File: src/rtl/sd_req_arbiter.sv
`default_nettype none
// ============================================================================
//  Module      : sd_req_arbiter
//  Description : Round-robin sharing of the hps_io SD block interface between
//                NREQ virtual-disk requesters, with ack timeout abort.
//  Revision    : 1.0
// ============================================================================
module sd_req_arbiter #(
  parameter int NREQ    = 4,
  parameter int TIMEOUT = 50000000,
  parameter int GW      = 2
) (
  input  logic                 clk_sys,
  input  logic                 reset,
  input  logic [NREQ*32-1:0]   req_lba,
  input  logic [NREQ-1:0]      req_rd,
  input  logic [NREQ-1:0]      req_wr,
  input  logic [NREQ*8-1:0]    req_buff_din,
  output logic [NREQ-1:0]      req_ack,
  output logic [NREQ-1:0]      req_err,
  output logic [31:0]          sd_lba,
  output logic [NREQ-1:0]      sd_rd,
  output logic [NREQ-1:0]      sd_wr,
  input  logic [NREQ-1:0]      sd_ack,
  output logic [7:0]           sd_buff_din,
  output logic                 busy,
  output logic [GW-1:0]        grant_id
);

  localparam logic [2:0] c_IDLE     = 3'd0;
  localparam logic [2:0] c_ISSUE    = 3'd1;
  localparam logic [2:0] c_WAIT_ACK = 3'd2;
  localparam logic [2:0] c_XFER     = 3'd3;
  localparam logic [2:0] c_RELEASE  = 3'd4;

  localparam int            c_CW     = (TIMEOUT > 0) ? $clog2(TIMEOUT + 1) : 1;
  localparam int            c_TMAX_I = (TIMEOUT > 0) ? TIMEOUT - 1 : 0;
  localparam logic [c_CW-1:0] c_TMAX = c_CW'(c_TMAX_I);
  localparam bit            c_TMO_EN = (TIMEOUT > 0);

  logic [2:0]       state_q, state_d;
  logic [GW-1:0]    grant_q, grant_d;
  logic [GW-1:0]    rr_q, rr_d;
  logic [31:0]      lba_q, lba_d;
  logic             dir_wr_q, dir_wr_d;
  logic [NREQ-1:0]  rd_q, rd_d;
  logic [NREQ-1:0]  wr_q, wr_d;
  logic [NREQ-1:0]  err_q, err_d;
  logic [c_CW-1:0]  cnt_q, cnt_d;

  logic [NREQ-1:0]  w_req;
  logic [NREQ-1:0]  w_gsel;
  logic             w_greq;
  logic             w_gack;
  logic             w_hit;
  logic [GW-1:0]    w_hit_idx;
  logic [GW-1:0]    w_cand;
  logic [31:0]      w_hit_lba;
  logic             w_hit_rd;

  assign w_req  = req_rd | req_wr;
  assign w_greq = |(w_req & w_gsel);
  assign w_gack = |(sd_ack & w_gsel);

  always_comb begin
    w_gsel = '0;
    for (int i = 0; i < NREQ; i++) begin
      w_gsel[i] = (grant_q == GW'(i));
    end
  end

  // Scan from farthest to nearest so the first index after rr wins.
  always_comb begin
    w_hit     = 1'b0;
    w_hit_idx = '0;
    w_cand    = '0;
    w_hit_lba = '0;
    w_hit_rd  = 1'b0;
    for (int k = NREQ; k >= 1; k--) begin
      w_cand = GW'((int'(rr_q) + k) % NREQ);
      if (w_req[w_cand]) begin
        w_hit     = 1'b1;
        w_hit_idx = w_cand;
      end
    end
    for (int i = 0; i < NREQ; i++) begin
      if (w_hit_idx == GW'(i)) begin
        w_hit_lba = req_lba[32*i +: 32];
        w_hit_rd  = req_rd[i];
      end
    end
  end

  always_ff @(posedge clk_sys) begin
    if (reset) begin
      state_q  <= c_IDLE;
      grant_q  <= '0;
      rr_q     <= GW'(NREQ - 1);
      lba_q    <= '0;
      dir_wr_q <= 1'b0;
      rd_q     <= '0;
      wr_q     <= '0;
      err_q    <= '0;
      cnt_q    <= '0;
    end else begin
      state_q  <= state_d;
      grant_q  <= grant_d;
      rr_q     <= rr_d;
      lba_q    <= lba_d;
      dir_wr_q <= dir_wr_d;
      rd_q     <= rd_d;
      wr_q     <= wr_d;
      err_q    <= err_d;
      cnt_q    <= cnt_d;
    end
  end

  always_comb begin
    state_d  = state_q;
    grant_d  = grant_q;
    rr_d     = rr_q;
    lba_d    = lba_q;
    dir_wr_d = dir_wr_q;
    rd_d     = rd_q;
    wr_d     = wr_q;
    err_d    = '0;
    cnt_d    = cnt_q;
    case (state_q)
      c_IDLE: begin
        if (w_hit) begin
          grant_d  = w_hit_idx;
          lba_d    = w_hit_lba;
          dir_wr_d = ~w_hit_rd;
          state_d  = c_ISSUE;
        end
      end
      c_ISSUE: begin
        rd_d    = dir_wr_q ? '0 : w_gsel;
        wr_d    = dir_wr_q ? w_gsel : '0;
        cnt_d   = '0;
        state_d = c_WAIT_ACK;
      end
      c_WAIT_ACK: begin
        if (w_gack) begin
          rd_d    = '0;
          wr_d    = '0;
          state_d = c_XFER;
        end else if (!w_greq) begin
          rd_d    = '0;
          wr_d    = '0;
          state_d = c_RELEASE;
        end else if (c_TMO_EN && (cnt_q == c_TMAX)) begin
          rd_d    = '0;
          wr_d    = '0;
          err_d   = w_gsel;
          state_d = c_RELEASE;
        end else if (cnt_q != '1) begin
          cnt_d = cnt_q + c_CW'(1);
        end
      end
      c_XFER: begin
        if (!w_gack) begin
          state_d = c_RELEASE;
        end
      end
      c_RELEASE: begin
        // Holding here until withdrawal keeps a held request from a double grant.
        if (!w_greq) begin
          rr_d    = grant_q;
          state_d = c_IDLE;
        end
      end
      default: begin
        rd_d    = '0;
        wr_d    = '0;
        state_d = c_IDLE;
      end
    endcase
  end

  always_comb begin
    busy        = (state_q != c_IDLE);
    req_ack     = (state_q == c_IDLE) ? '0 : (sd_ack & w_gsel);
    req_err     = err_q;
    sd_lba      = lba_q;
    sd_rd       = rd_q;
    sd_wr       = wr_q;
    grant_id    = grant_q;
    sd_buff_din = '0;
    for (int i = 0; i < NREQ; i++) begin
      if (grant_q == GW'(i)) begin
        sd_buff_din = req_buff_din[8*i +: 8];
      end
    end
  end

endmodule
`default_nettype wire

File: config.mk
export PLATFORM = sky130hd
export DESIGN_NAME = sd_req_arbiter
export DESIGN_NICKNAME = d
export VERILOG_FILES = /design/src/rtl/sd_req_arbiter.sv
export SDC_FILE = /design/constraint.sdc
export NUM_CORES = 1
export LEC_CHECK = 0
export ABC_AREA = 1
export BUFFER_PORTS_ARGS = -buffer_cell sky130_fd_sc_hd__buf_4
export CAP_MARGIN = 5
export CORE_UTILIZATION = 50
export CTS_CLUSTER_SIZE = 25
export DETAILED_ROUTE_END_ITERATION = 8
export GPL_TIMING_DRIVEN = 0
export PLACE_DENSITY = 0.89
export SLEW_MARGIN = 20
export SYNTH_ARGS = -nofsm -noshare
export SYNTH_HDL_FRONTEND = slang
export SYNTH_SLANG_ARGS = --single-unit
File: constraint.sdc
create_clock -name clk_sys -period 4.94 [get_ports clk_sys]
set_input_delay 0 -clock clk_sys [delete_from_list [all_inputs] [get_ports clk_sys]]
set_output_delay 0 -clock clk_sys [all_outputs]
set_load 0.02 [all_outputs]
Yosys cells after proc, flatten, opt, wreduce, memory -nomap -nowiden --
Index checks and enable logic that the tools add are counted.
Word-level totals: register bits after elaboration 78, bits of input ports 174, output and inout port bits 59, logic and storage cells 108
Operators by class: $add $sub $neg 5, order comparisons 4, equality and inequality tests 20, mux-type cells 48, bitwise logic cells 8, reduce and logical (&&, ||, !) cells 14
Operators by type and width (count):
- $mux W32 | 4
- $mux W26 | 4
- $pmux W26 S2 | 1
- $mux W8 | 4
- $add A26 B1 Y26 const B | 1
- $eq A26 B26 Y1 const B | 1
- $ne A26 B26 Y1 const B | 1
- $mux W4 | 6
- $pmux W4 S3 | 2
- $mux W3 | 6
- $pmux W3 S5 | 1
- $ne A2 B2 Y1 const B | 7
- $lt A2 B3 Y1 const B | 4
- $mux W1 | 12
- $and A4 B4 Y4 | 2
- $bmux W1 S2 | 4
- $eq A2 B2 Y1 const B | 4
- $mux W2 | 4
- $reduce_or A4 Y1 | 2
- $reduce_or A8 Y1 | 1
- $eq A3 B2 Y1 const B | 2
- $reduce_and A2 Y1 | 3
- $not A1 Y1 | 5
- $reduce_and A5 Y1 | 1
- other kinds (13) | 17

Depth between registers and ports, before layout --
word-level depth 13, mapped depth 16, depth with buffers taken out 14

Worst setup path after synthesis --
OpenSTA, ideal clock, no wires.
kind register to register, start point register cnt_q[0], end point register cnt_q[24], arrival time 1.724 ns, slack 3.084 ns, cell stages (with the launch flop) 12, path buffers 1, clock period less this slack 1.856 ns, cells stage by stage dfxtp_1 -> ha_1 -> nand2_1 -> nor3_2 -> inv_2 -> nor3_2 -> o21ai_2 -> nand2_4 -> inv_4 -> buf_6 -> nand3_1 -> a21oi_1
Between the ends: cells in the longest elaborated chain, start to end 6, elaborated cells between the ends (all ways) 11, those cells by class 1 x add/sub; 4 x eq/ne; 5 x mux; 1 x reduce/logical
Ends and longest elaborated chain:
- from (decl) | RTL line 49 | logic [c_CW-1:0] cnt_q, cnt_d;
- from (signal assigned) | RTL line 114 | cnt_q <= cnt_d;
- $add A26 B1 Y26 | RTL line 158 | cnt_d = cnt_q + c_CW'(1);
- $mux W26 | RTL line 157 | end else if (cnt_q != '1) begin
- $mux W26 | RTL line 152 | end else if (c_TMO_EN && (cnt_q == c_TMAX)) begin
- $mux W26 | RTL line 148 | end else if (!w_greq) begin
- $mux W26 | RTL line 144 | if (w_gack) begin
- $pmux W26 S2 | RTL line 128 | case (state_q)
Parallel ways exist; a longest one is shown, timed or not. The select of a mux whose other input is x is not followed. A chain may end at the register's enable or synchronous reset.

Worst setup path after layout --
start point register cnt_q[1], end point register cnt_q[19]
Same word-level chain as after synthesis.

==> flow_summary_export.csv <==
group,metric,value,unit
clock_network,ctsResizeCount,0,
detailed_routing,avgViaCountPerCell,5.24,
final_layout,fin_util,0.729,
status,outcome,"completed",
synthesis,ys_seq_elements,78,
detailed_routing,drc,0,
critical_path,r2r_start,"cnt_q[1]",
synthesis,synth_top_cell_area_share,0.290,
clock_network,root_buffer,"clkbuf_8",
grt,grt_overflow,0,
timing,hold_viol,0,
critical_path,r2r_setup_slack,2700,ps
placement,place_congestion,1.02,
grt,grt_pass1_vias,6343,
timing,relSlewSlack,0.610,
placement,dp_hpwl,14300,um
pwr,p_leak,0.00365,uW
critical_path,crit_chain,"ha_1 -> nand2_1 -> nor3_2 -> inv_2 -> nor3_2 -> o21ai_2 -> nand2_4 -> inv_4 -> buf_6 -> nand2_1 -> a21oi_1",
hold_path,hold_path_depth,5,
timing,finalCritPeriodShare,0.454,
timing,fin_worst_skew,12.9,ps
timing,fmax,446,MHz
floorplanning,io_pins,233,
clock_network,holdBufCountCts,7,
clock_network,htree_levels,3,
detailed_routing,dr.first_iter.drc_count,392,
final_layout,syn_to_final_growth,40.4,%
critical_path,max_stage_delay,380,ps
pwr,finalPower,3560,uW
pwr,irDropWorstVdd,0.265,mV
synthesis,synth_area_leader_cell,"dfxtp_1",
pwr,internal_power,1830,uW
floorplanning,core,10400,um2
clock_network,cts_buffers,9,
synthesis,yosys_warnings,0,
synthesis,ys_top_cells_by_area,"dfxtp_1 (29%), nand2_1 (21%), nand3_1 (9.7%)",
clock_network,cts_setup_buffers,0,
pwr,powerDensity,470,nW/um2
critical_path,crit_slowest_cell,"dfxtp_1",
clock_network,cts_tree,"built",
hold_path,worstHoldStart,"req_lba[47]",
synthesis,syn_inst,908,
final_layout,drive_gt1_frac,0.260,
clock_network,path_clk_slew,90,ps
critical_path,cp-start-kind,"register",
floorplanning,dieHeight,106,um
timing,setup_viol_count_final,0,
clock_network,cts_sinks,78,
final_layout,nFillCells,894,
detailed_routing,first_pass_iters,6,
placement,numPortBuffers,231,
detailed_routing,routedWlPerCell,14.0,um
critical_path,required,5170,ps
critical_path,cp_max_fo,10,
synthesis,syn_area,5390,um2
timing,fin_crit,2240,ps
grt,grt_pass1_wl,29500,um
critical_path,crit_type,"register to register",
final_layout,final_cell_area,7560,um2
pwr,swShare,0.484,
hold_path,hold_path_class,"primary input to register",
clock_network,clock_latency,360,ps
floorplanning,die_w,106,um
clock_network,clockBufferDepth,2,
timing,rsz0062_at_grt,"false",
synthesis,yosysSeqAreaShare,0.290,
detailed_routing,ant_nets,0,
grt,grt_start_max_net_pins,16,
synthesis,synth_cell_types,35,
critical_path,reg2reg_to,"cnt_q[19]",
final_layout,layout_commonest_cell,"nand2_1",
pwr,p_switching,1720,uW
pwr,p_seq_frac,0.251,
grt,grt_antenna_before_repair,0,
grt,grt.total_usage,0.328,
hold_path,worstHoldEndpoint,"sd_lba[15]",
placement,placed_area,7290,um2
floorplanning,die-area,11200,um2
synthesis,postSynthNetCount,1083,
final_layout,layout_common_cells,"nand2_1 (308), buf_4 (239), nor2_1 (116)",
pwr,p_clk_frac,0.141,
final_layout,antennaDiodeCount,0,
critical_path,worst-r2r-cell-count,11,
critical_path,crit_arrival,2470,ps
detailed_routing,finalWirelength,18100,um
floorplanning,initial_core_util,0.520,
pwr,comb_power_share,0.608,
job,maxCapViolCount,0,
floorplanning,std_cell_rows,37,
final_layout,fin_nets,1332,
synthesis,post_synth.cell_area_avg,5.93,um2
timing,fin_tns_setup,0,ps
timing,tightest_slew,585,ps
detailed_routing,vias,6798,
timing,slew_violations,0,
critical_path,end_kind,"register",
sequential cells by signal, indices dropped and copies added (netlist names), 2 cells and up:
register	count
state_q	3
rr_q	2
grant_id	2
sd_lba	32
sd_wr	4
cnt_q	26
sd_rd	4
req_err	4
power by group through the flow:
| stage | sequential [uW] | combinational (uW) | clock (uW) |
|---|---|---|---|
| after global placement | 898 | 2110 | 0 |
| after CTS | 890 | 2150 | 504 |
| after floorplan | 1050 | 1230 | 0 |
| after detailed placement | 902 | 2140 | 0 |
| after global routing | 912 | 2360 | 538 |
| final | 893 | 2160 | 501 |
synthesized netlist by cell type:
library cell	n
xor2_1	18
nor3_1	15
dfxtp_1	78
inv_2	7
nand3_1	104
nand2_8	1
nand2_4	4
clkbuf_1	19
nand3_4	1
nand3_2	1
xnor2_1	5
or2_2	2
nand2_2	2
nor2_1	116
nor2_8	1
inv_4	2
o211ai_1	2
o21ai_2	2
a32oi_1	2
inv_1	77
nand3b_1	1
nand4_1	17
buf_4	8
buf_6	10
o21ai_1	4
nor2_2	4
a21oi_1	67
nor3_2	2
o21ai_0	16
nor4_1	2
xnor2_2	1
o21bai_1	1
nand2_1	308
buf_2	7
ha_1	1
cell families (layout without fill, tap and decap cells):
family          Yosys count  count (layout)  synth area share
compound gates           94              94            0.0915
xor+xnor                 24              24            0.0404
fa+ha+maj                 1               1           0.00232
buf+inv                 130             384             0.113
flops                    78              78             0.290
simple gates            581             581             0.463
critical path, delay by kind of cell (launching register included):
kind            cells  cell delay (ps)
flops               1              380
fa+ha+maj           1              250
buf+inv             3              290
simple gates        5              990
compound gates      2              180
metrics by stage:
stage / setup slack (ps) / hold WS, ps / cells
after floorplan: 3080 / 156 / 908
after global placement: 2760 / 305 / 1275
after detailed placement: 2710 / 308 / 1275
after CTS: 2700 / 7.04 / 1298
after global routing: 2530 / 32.3 / 1298
final: 2700 / 12.4 / 1298
how the worst max path moves through the flow:
| stage | to | slack, ps | from |
|---|---|---|---|
| 4_1_cts | cnt_q[19] | 2700 | cnt_q[0] |
| 3_5_place_dp | cnt_q[19] | 2710 | cnt_q[0] |
| 3_3_place_gp | cnt_q[24] | 2760 | cnt_q[0] |
| 5_1_grt | sd_wr[2] | 2530 | cnt_q[1] |
| 2_1_floorplan | cnt_q[24] | 3080 | cnt_q[0] |
| 6_report | cnt_q[19] | 2700 | cnt_q[1] |
metal layers:
metal,up-vias,GRT usage,share of wire
met3,65,0.0507,0.072
li1,3390,-,-
met4,0,0.162,0.044
met2,323,0.560,0.47
met1,3020,0.399,0.41
met5,-,0,0
area by class of cell:
| type | instances | area, um2 | share of cell area |
|---|---|---|---|
| repair buffers | 238 | 1800 | 0.239 |
| clock buffers | 9 | 124 | 0.0164 |
| multi-input cells | 700 | 3220 | 0.426 |
| clock inverters | 7 | 78.8 | 0.0104 |
| inverters | 86 | 328 | 0.0433 |
| plain buffers | 44 | 279 | 0.0369 |
| flip-flops and latches | 78 | 1560 | 0.206 |
| well taps | 136 | 170 | 0.0225 |
No activity file was read; power rests on OpenSTA's default activity.
